===== config.mk =====
export PLATFORM = sky130hd
export DESIGN_NAME = lsu_axil_master
export DESIGN_NICKNAME = d
export VERILOG_FILES = /design/src/rtl/lsu_axil_master_pkg.sv /design/src/rtl/lsu_axil_master.sv
export SDC_FILE = /design/constraint.sdc
export NUM_CORES = 1
export LEC_CHECK = 0
export ABC_AREA = 0
export BUFFER_PORTS_ARGS = -buffer_cell sky130_fd_sc_hd__buf_4
export CORE_ASPECT_RATIO = 1.5
export CORE_UTILIZATION = 45
export CTS_BUF_LIST = sky130_fd_sc_hd__clkbuf_16
export DETAILED_ROUTE_END_ITERATION = 8
export HOLD_SLACK_MARGIN = 0.06
export PLACE_DENSITY_LB_ADDON = 0.2
export SETUP_SLACK_MARGIN = 0.1
export SLEW_MARGIN = 10
export SYNTH_ARGS = -nofsm -noshare
export SYNTH_HDL_FRONTEND = slang
export SYNTH_SLANG_ARGS = --single-unit

===== constraint.sdc =====
create_clock -name clk -period 2.6 [get_ports clk]
set_input_delay 0.13 -clock clk [delete_from_list [all_inputs] [get_ports clk]]
set_output_delay 0.13 -clock clk [all_outputs]
set_load 0.02 [all_outputs]

===== src/rtl/lsu_axil_master_pkg.sv =====
// Shared definitions for the LSU AXI4-Lite master:
// memory bus width macros, FSM state encoding and default timeout.
`ifndef MemAddrBus
`define MemAddrBus 31:0
`endif
`ifndef MemBus
`define MemBus 31:0
`endif

package lsu_axil_master_pkg;

    typedef enum logic [1:0] {
        IDLE = 2'd0,
        WR   = 2'd1,
        AR   = 2'd2,
        RD   = 2'd3
    } lsu_state_e;

    localparam int unsigned LSU_TIMEOUT_DEF = 255;

endpackage


===== src/rtl/lsu_axil_master.sv =====
// LSU to AXI4-Lite master bridge, one transaction outstanding.
// Ports: core req (valid/ready/we/addr/wdata/wstrb), core rsp
// (valid pulse/rdata/err), AXI4-Lite AW/W/AR/R master channels
// (no B channel: a write completes on its AW and W handshakes).
`ifndef MemAddrBus
`define MemAddrBus 31:0
`endif
`ifndef MemBus
`define MemBus 31:0
`endif

module lsu_axil_master
    import lsu_axil_master_pkg::*;
#(
    parameter int unsigned TIMEOUT_CYC = LSU_TIMEOUT_DEF
) (
    input  logic               clk,
    input  logic               rst_n,
    input  logic               req_valid,
    output logic               req_ready,
    input  logic               req_we,
    input  logic [`MemAddrBus] req_addr,
    input  logic [`MemBus]     req_wdata,
    input  logic [3:0]         req_wstrb,
    output logic               rsp_valid,
    output logic [`MemBus]     rsp_rdata,
    output logic               rsp_err,
    output logic [`MemAddrBus] m_axi_awaddr,
    output logic               m_axi_awvalid,
    input  logic               m_axi_awready,
    output logic [`MemBus]     m_axi_wdata,
    output logic [3:0]         m_axi_wstrb,
    output logic               m_axi_wvalid,
    input  logic               m_axi_wready,
    output logic [`MemAddrBus] m_axi_araddr,
    output logic               m_axi_arvalid,
    input  logic               m_axi_arready,
    input  logic [`MemBus]     m_axi_rdata,
    input  logic               m_axi_rvalid,
    output logic               m_axi_rready
);

    lsu_state_e         state_q, state_d;
    logic [`MemAddrBus] addr_q, addr_d;
    logic [`MemBus]     wdata_q, wdata_d;
    logic [3:0]         wstrb_q, wstrb_d;
    logic               aw_done_q, aw_done_d;
    logic               w_done_q, w_done_d;
    logic [31:0]        cnt_q, cnt_d;
    logic               awvalid_q, awvalid_d;
    logic               wvalid_q, wvalid_d;
    logic               arvalid_q, arvalid_d;
    logic               rready_q, rready_d;
    logic               rsp_valid_q, rsp_valid_d;
    logic [`MemBus]     rsp_rdata_q, rsp_rdata_d;
    logic               rsp_err_q, rsp_err_d;

    logic aw_hs, w_hs, ar_hs, r_hs;
    logic aw_fin, w_fin, timeout_hit;

    assign aw_hs  = awvalid_q & m_axi_awready;
    assign w_hs   = wvalid_q & m_axi_wready;
    assign ar_hs  = arvalid_q & m_axi_arready;
    assign r_hs   = rready_q & m_axi_rvalid;
    assign aw_fin = aw_done_q | aw_hs;
    assign w_fin  = w_done_q | w_hs;

    // ">=" so a counter that overshoots (e.g. AR handshake on the
    // expiry cycle) still expires in RD instead of never matching.
    assign timeout_hit = (TIMEOUT_CYC != 0) &&
                         ((cnt_q + 32'd1) >= TIMEOUT_CYC);

    always_comb begin
        state_d     = state_q;
        addr_d      = addr_q;
        wdata_d     = wdata_q;
        wstrb_d     = wstrb_q;
        aw_done_d   = aw_done_q;
        w_done_d    = w_done_q;
        cnt_d       = cnt_q;
        awvalid_d   = awvalid_q;
        wvalid_d    = wvalid_q;
        arvalid_d   = arvalid_q;
        rready_d    = rready_q;
        rsp_valid_d = 1'b0;
        rsp_rdata_d = '0;
        rsp_err_d   = 1'b0;
        unique case (state_q)
            IDLE: begin
                if (req_valid) begin
                    addr_d    = req_addr;
                    wdata_d   = req_wdata;
                    wstrb_d   = req_wstrb;
                    cnt_d     = '0;
                    aw_done_d = 1'b0;
                    w_done_d  = 1'b0;
                    if (req_we) begin
                        state_d   = WR;
                        awvalid_d = 1'b1;
                        wvalid_d  = 1'b1;
                    end else begin
                        state_d   = AR;
                        arvalid_d = 1'b1;
                    end
                end
            end
            WR: begin
                cnt_d = cnt_q + 32'd1;
                if (aw_hs) begin
                    awvalid_d = 1'b0;
                    aw_done_d = 1'b1;
                end
                if (w_hs) begin
                    wvalid_d = 1'b0;
                    w_done_d = 1'b1;
                end
                if (aw_fin && w_fin) begin
                    state_d     = IDLE;
                    awvalid_d   = 1'b0;
                    wvalid_d    = 1'b0;
                    rsp_valid_d = 1'b1;
                end else if (timeout_hit) begin
                    state_d     = IDLE;
                    awvalid_d   = 1'b0;
                    wvalid_d    = 1'b0;
                    rsp_valid_d = 1'b1;
                    rsp_err_d   = 1'b1;
                end
            end
            AR: begin
                cnt_d = cnt_q + 32'd1;
                if (ar_hs) begin
                    state_d   = RD;
                    arvalid_d = 1'b0;
                    rready_d  = 1'b1;
                end else if (timeout_hit) begin
                    state_d     = IDLE;
                    arvalid_d   = 1'b0;
                    rsp_valid_d = 1'b1;
                    rsp_err_d   = 1'b1;
                end
            end
            RD: begin
                cnt_d = cnt_q + 32'd1;
                if (r_hs) begin
                    state_d     = IDLE;
                    rready_d    = 1'b0;
                    rsp_valid_d = 1'b1;
                    rsp_rdata_d = m_axi_rdata;
                end else if (timeout_hit) begin
                    state_d     = IDLE;
                    rready_d    = 1'b0;
                    rsp_valid_d = 1'b1;
                    rsp_err_d   = 1'b1;
                end
            end
            default: begin
                state_d = IDLE;
            end
        endcase
    end

    always_ff @(posedge clk) begin
        if (!rst_n) begin
            state_q     <= IDLE;
            addr_q      <= '0;
            wdata_q     <= '0;
            wstrb_q     <= '0;
            aw_done_q   <= 1'b0;
            w_done_q    <= 1'b0;
            cnt_q       <= '0;
            awvalid_q   <= 1'b0;
            wvalid_q    <= 1'b0;
            arvalid_q   <= 1'b0;
            rready_q    <= 1'b0;
            rsp_valid_q <= 1'b0;
            rsp_rdata_q <= '0;
            rsp_err_q   <= 1'b0;
        end else begin
            state_q     <= state_d;
            addr_q      <= addr_d;
            wdata_q     <= wdata_d;
            wstrb_q     <= wstrb_d;
            aw_done_q   <= aw_done_d;
            w_done_q    <= w_done_d;
            cnt_q       <= cnt_d;
            awvalid_q   <= awvalid_d;
            wvalid_q    <= wvalid_d;
            arvalid_q   <= arvalid_d;
            rready_q    <= rready_d;
            rsp_valid_q <= rsp_valid_d;
            rsp_rdata_q <= rsp_rdata_d;
            rsp_err_q   <= rsp_err_d;
        end
    end

    assign req_ready     = (state_q == IDLE);
    assign rsp_valid     = rsp_valid_q;
    assign rsp_rdata     = rsp_rdata_q;
    assign rsp_err       = rsp_err_q;
    assign m_axi_awaddr  = addr_q;
    assign m_axi_awvalid = awvalid_q;
    assign m_axi_wdata   = wdata_q;
    assign m_axi_wstrb   = wstrb_q;
    assign m_axi_wvalid  = wvalid_q;
    assign m_axi_araddr  = addr_q;
    assign m_axi_arvalid = arvalid_q;
    assign m_axi_rready  = rready_q;

endmodule


==> flow_summary.yaml, run 1 <==
power_and_ir_drop:
  leakagePower_nw: 4.60
  max-vdd-ir-drop_uv: 422
  cellPowerDensity_nw_per_um2: 566
yosys:
  synth.cell_area_um2: 6470
  yosysWarnings: 0
  synth_edf_count: 0
  synth_area_leaders: "dfxtp_1 (44%), nand2_1 (10%), a21boi_0 (9.0%)"
  synth-compound-area-share_pct: 19.8
  syn_area_per_cell_um2: 8.34
  synth_cell_types: 57
  synth_top_area_cell: "dfxtp_1"
  ys_seq_area_share_pct: 43.9
  yosysTopAreaCellShare_pct: 43.9
  ys.flop_type: "dfxtp_1"
  syn_inst: 776
  synthSimpleGateAreaFrac_pct: 25.6
  synth-xor-area-share_pct: 1.49
  muxShareOfSynthArea_pct: 0.309
  synth_nets: 886
  synth_top_family_by_area: "simple AND/OR/NAND/NOR gates"
  ys_ff_latch: 142
  synth_fa_ha_area_share_pct: 0.386
  synthArstFlopShare_pct: 0
sta:
  worstMarginPinSlew_ns: 0.794
  fin_skew_ns: 0.00907
  layout_setup_ws_ns: 0.0504
  report.final.slew_viol_count: 0
  worst_hold_slack_ns: 0.0769
  setup_viol: 0
  grt_setup_unrepaired: "yes"
  final.period_utilization_pct: 98.1
  max_slew_margin_pct: 47.1
  max_clock_freq_mhz: 392
  hold_viol_final: 0
  min_period_ns: 2.55
  tns_ns: 0
critical_path:
  critical_path_arrival_ns: 2.88
  crit_chain: "ha_4 > nand3_4 > nor2_4 > buf_6 > buf_4 > a211oi_2 > a41oi_1 > or4_4 > or3_4 > o32ai_4"
  ff2ff_setup_slack_ns: 0.05
  crit_path_max_incr_delay_ns: 0.53
  critPathTopFamily: "simple AND/OR/NAND/NOR gates"
  path_buf_inv: 2
  crit_required_ns: 2.93
  crit_end: "m_axi_rready$_SDFFE_PN0P_"
  reg2reg_depth: 10
  path_max_fanout: 8
  path_depth: 10
  critPathKind: "register to register"
  r2r_start: "cnt_q[1]$_SDFFE_PN0P_"
  worstSetupStartpointType: "register"
  endpoint_kind: "register"
  reg2reg_to: "m_axi_rready$_SDFFE_PN0P_"
  cp_slowest_cell: "or4_4"
  startpoint: "cnt_q[1]$_SDFFE_PN0P_"
detailed_routing:
  routedWlPerCell_um: 15.7
  antenna_left: 0
  via_per_inst: 5.12
  vias: 6766
  first_iter_violations: 312
  drc: 0
  finalWirelength_um: 20700
  dr.pass1.iters: 5
floorplan:
  die_area_um2: 14900
  start_util_pct: 46.1
  die_x_um: 99.9
  io_pins: 247
  core_um2: 14100
  die_y_um: 149
  core.rowCount: 53
grt:
  first_global_vias: 6561
  antenna_found_initial: 2
  grt_first_pass_wirelength_um: 31800
  grt_max_degree: 69
  overflow: 0
  grt_usage_pct: 27.3
hold_path:
  min_from: "m_axi_arready"
  hold_path.class: "input port to register"
final_layout:
  drive_gt1_share_pct: 33.5
  fillers: 983
  final_nets: 1225
  areaGrowthSynthToFinish_pct: 59.7
cts:
  cts_tree: "yes"
  numCtsBuffers: 17
  cts_sinks: 142
  root_buffer: "clkbuf_16"
  path_clk_slew_ns: 0.06
  cts_max_level: 4
  clock_latency_ns: 0.42
  clockBufferDepth: 2
place:
  dp_slack_ns: -0.0227
  port-buffer-count: 246
  dp_hpwl_um: 13100
  gp_congestion: 0.895
flow_run:
  max_cap_violations: 0
outcome:
  status: "completed"
==> logic make-up (layout without fill, tap and decap cells) <==
| logic type | count (synthesis) | in the layout |
|---|---|---|
| AND/OR/NAND/NOR | 335 | 335 |
| AO/OA/AOI/OAI | 182 | 182 |
| flip-flops | 142 | 142 |
| buffers and inverters | 102 | 454 |
| XOR/XNOR | 11 | 11 |
| adder cells (fa/ha/maj) | 2 | 2 |
| multiplexers | 2 | 2 |
| other | 0 | 2 |
==> per-stage QoR <==
step	area (um2)	instances	util (%)	total power, mW
finish	10300	1322	73.5	5.85
global route	10300	1322	73.5	6.06
CTS	10300	1314	72.9	5.88
detailed placement	8550	1177	60.8	3.18
global placement	8550	1177	60.8	3.17
floorplan	6550	776	-	2.83
==> cell type report <==
cell class	count	area (um2)	area share, %
Tap cell	192	240	2.32
Sequential cell	142	2860	27.7
Clock inverter	15	201	1.95
Timing Repair Buffer	417	3430	33.2
Multi-Input combinational cell	532	3150	30.5
Inverter	5	18.8	0.182
Antenna cell	2	5.00	0.0484
Clock buffer	17	425	4.11
==> cells in the mapped netlist (all sizes together) (4+ instances only) <==
cell / n
o211ai: 7
nand2: 172
dfxtp: 142
nor2b: 12
buf: 51
clkbuf: 46
and2: 41
o211a: 6
nor4: 6
nand4: 13
xnor2: 10
a21oi: 26
or4: 4
inv: 5
a21boi: 78
nor3: 20
nand3: 23
o21a: 8
a31oi: 6
or3: 6
nor2: 20
and3: 7
o21ai: 26
==> worst reg2reg max path, delay by kind of cell (launching register included) <==
kind / cells / cell delay [ns]
buffers and inverters: 2 / 0.25
adder cells (fa/ha/maj): 1 / 0.17
AO/OA/AOI/OAI: 3 / 0.52
flip-flops: 1 / 0.36
AND/OR/NAND/NOR: 4 / 1.17
==> report_power, final <==
group	total, mW	switching, mW	internal (mW)
logic	0.954	0.496	0.459
clock network	2.57	1.02	1.54
registers	2.33	0.0687	2.26
total	5.85	1.59	4.27
==> placed cells by master (no fill, tap or decap), types with 19 or more instances in the layout <==
cell type,instances
buf_4,309
nor2_1,19
nand3_1,21
dfxtp_1,131
o21ai_0,25
a21oi_1,26
dlygate4sd3_1,104
and2_1,39
a21boi_0,78
nand2_1,171
==> metal layers <==
| layer | up-vias | GRT usage [%] | wire, um |
|---|---|---|---|
| met5 | - | 0 | 0 |
| met4 | 0 | 14.3 | 717 |
| met3 | 50 | 5.34 | 934 |
| met2 | 224 | 52.7 | 11400 |
| met1 | 3198 | 27.1 | 7720 |
| li1 | 3294 | - | - |
==> registers in the layout (all words and copies together), names as in the netlist <==
name           cells
m_axi_wvalid       1
m_axi_wstrb        4
aw_done_q          1
m_axi_wdata       32
rsp_err            1
m_axi_rready       1
state_q            2
m_axi_araddr      32
cnt_q             32
rsp_valid          1
m_axi_awvalid      1
w_done_q           1
m_axi_arvalid      1
rsp_rdata         32
==> worst min path at each step <==
stage,end,slack [ns],cells past startpoint
after detailed placement,rsp_rdata[5]$_SDFF_PN0_,0.34,2
after global placement,rsp_rdata[0]$_SDFF_PN0_,0.33,2
after floorplan,m_axi_rready$_SDFFE_PN0P_,0.25,1
after CTS,m_axi_rready$_SDFFE_PN0P_,0.07,3
final,m_axi_rready$_SDFFE_PN0P_,0.08,3
after global routing,m_axi_rready$_SDFFE_PN0P_,0.08,3
==> what timing repair did <==
action | CTS | global route
setup buffers | 1 | 6
pin swaps | 3 | 4
gates resized for setup | 12 | 8
endpoints found under the hold margin | 106 | 0
hold buffers | 104 | 0
setup endpoints to repair | 8 | 8
Power figures use the tool's default switching activity.
==> run 2: changes to the inputs <==
--- a/config.mk
+++ b/config.mk
@@ -7,7 +7,8 @@
 export LEC_CHECK = 0
 export ABC_AREA = 0
 export BUFFER_PORTS_ARGS = -buffer_cell sky130_fd_sc_hd__buf_4
-export CORE_ASPECT_RATIO = 1.5
+export CORE_ASPECT_RATIO = 1.1
+export CORE_MARGIN = 5
 export CORE_UTILIZATION = 45
 export CTS_BUF_LIST = sky130_fd_sc_hd__clkbuf_16
 export DETAILED_ROUTE_END_ITERATION = 8
==> flow_summary.yaml, run 2 (synthesis results as in run 1) <==
final_layout:
  drive_gt1_share_pct: 34.6
  design_area_um2: 10300
  num_antenna_cells: 0
  fin_cells: 1323
  areaGrowthSynthToFinish_pct: 59.4
  mostFrequentLayoutCell: "buf_4"
  final_nets: 1228
  final_cell_mix: "buf_4 (313), nand2_1 (170), dfxtp_1 (127)"
  fillers: 1042
floorplan:
  die_x_um: 124
  die_area_um2: 16900
  io_pins: 247
  start_util_pct: 45.4
  core.rowCount: 46
  core_um2: 14300
  die_y_um: 136
sta:
  min_period_ns: 2.48
  setup_viol: 0
  tns_ns: 0
  report.final.slew_viol_count: 0
  max_slew_margin_pct: 45.7
  fin_skew_ns: 0.0148
  final.period_utilization_pct: 95.6
  worstMarginPinSlew_ns: 0.815
  grt_setup_unrepaired: "yes"
  hold_viol_final: 0
  max_clock_freq_mhz: 402
  worst_hold_slack_ns: 0.0978
hold_path:
  min_from: "m_axi_arready"
  worstHoldPathCells: 3
  hold_path.class: "input port to register"
detailed_routing:
  top_layer_used: "met4"
  wl_met3_um: 1120
  dr.pass1.iters: 5
  finalWirelength_um: 21400
  via_per_inst: 5.14
  vias: 6804
  first_iter_violations: 400
  drc: 0
  antenna_left: 0
  routedWlPerCell_um: 16.2
  wl_met2_um: 11400
  wl_met1_um: 8280
critical_path:
  critPathTopFamily: "simple AND/OR/NAND/NOR gates"
  path_depth: 9
  path_max_fanout: 8
  reg2reg_depth: 9
  crit_chain: "nand4_4 > buf_4 > nor3_2 > buf_4 > a311o_1 > a22o_1 > or4_4 > or3_4 > o32ai_4"
  r2r_start: "cnt_q[7]$_SDFFE_PN0P_"
  endpoint_kind: "register"
  crit_required_ns: 2.93
  critPathKind: "register to register"
  cp_slowest_cell: "or3_4"
  startpoint: "cnt_q[7]$_SDFFE_PN0P_"
  path_buf_inv: 2
  critical_path_arrival_ns: 2.82
  cp_common_cell: "buf_4"
  crit_path_max_incr_delay_ns: 0.45
  worstSetupStartpointType: "register"
place:
  post_dp_cell_area_um2: 8520
  dp_cells: 1175
  port-buffer-count: 246
  dp_hpwl_um: 13200
  gp_congestion: 0.901
power_and_ir_drop:
  power_frac_clock_pct: 41.7
  combinationalPowerShare_pct: 16.9
  seqPwrFrac_pct: 41.4
  intPower_mw: 4.12
  cellPowerDensity_nw_per_um2: 545
  p_sw_share_pct: 26.7
  max-vdd-ir-drop_uv: 355
  leakagePower_nw: 4.57
  p_sw_mw: 1.50
cts:
  cts_sinks: 142
  clockBufferDepth: 2
  numCtsBuffers: 17
  path_clk_slew_ns: 0.06
  cts_tree: "yes"
  clock_latency_ns: 0.42
  root_buffer: "clkbuf_16"
  cts_max_level: 4
grt:
  grt_max_degree: 69
  antenna_found_initial: 0
  first_global_vias: 6661
  grt_usage_pct: 24.3
  grt_first_pass_wirelength_um: 33400
  overflow: 0
outcome:
  status: "completed"
flow_run:
  max_cap_violations: 0
[run 2: routing by layer]
layer,track usage (%),vias to the layer above
met3,7.23,49
met4,9.50,0
met1,26.7,3207
li1,-,3310
met2,44.1,238
met5,0,-
[run 2: area by class of cell]
class                   instances  area [um2]  area share [%]
repair buffers                418        3410            33.0
multi-input cells             534        3210            31.1
flip-flops and latches        142        2870            27.8
clock buffers                  17         425            4.12
well taps                     192         240            2.33
clock inverters                15         144            1.39
inverters                       5        18.8           0.182
[run 2: final timing paths]
path,to,slack [ns]
setup / recovery,m_axi_rready$_SDFFE_PN0P_,0.12
hold / removal,m_axi_rready$_SDFFE_PN0P_,0.1
setup reg to reg,m_axi_rready$_SDFFE_PN0P_,0.12
hold reg to reg,m_axi_wdata[18]$_SDFFE_PN0P_,0.47
[run 2: power groups by stage]
stage | sequential [mW] | combinational, mW | clock, mW
after global placement | 2.37 | 0.799 | 0
after floorplan | 2.46 | 0.362 | 0
after CTS | 2.33 | 0.941 | 2.39
final | 2.33 | 0.953 | 2.34
after global routing | 2.34 | 1.03 | 2.49
after detailed placement | 2.37 | 0.807 | 0
[run 2: stage by stage]
step / total power, mW / utilization, % / setup WS [ns]
after floorplan: 2.83 / - / 0.110
after global placement: 3.17 / 59.7 / -0.0174
after detailed placement: 3.18 / 59.7 / -0.0940
after CTS: 5.65 / 71.4 / 0.107
after global routing: 5.85 / 72.3 / 0.00743
final: 5.62 / 72.3 / 0.115
[run 2: timing repair]
| action | in CTS | in global routing |
|---|---|---|
| cloned | 2 | 0 |
| pin swaps | 4 | 9 |
| buffers inserted | 3 | 7 |
| endpoints found under the setup margin | 8 | 8 |
| hold endpoints to repair | 106 | 0 |
| gates resized for setup | 8 | 24 |
| hold buffers | 104 | 0 |
[run 2: worst min-delay path: cells and delay by family]
family | cells | cell delay, ns
compound gates | 2 | 0.25
buf+inv | 1 | 0.09
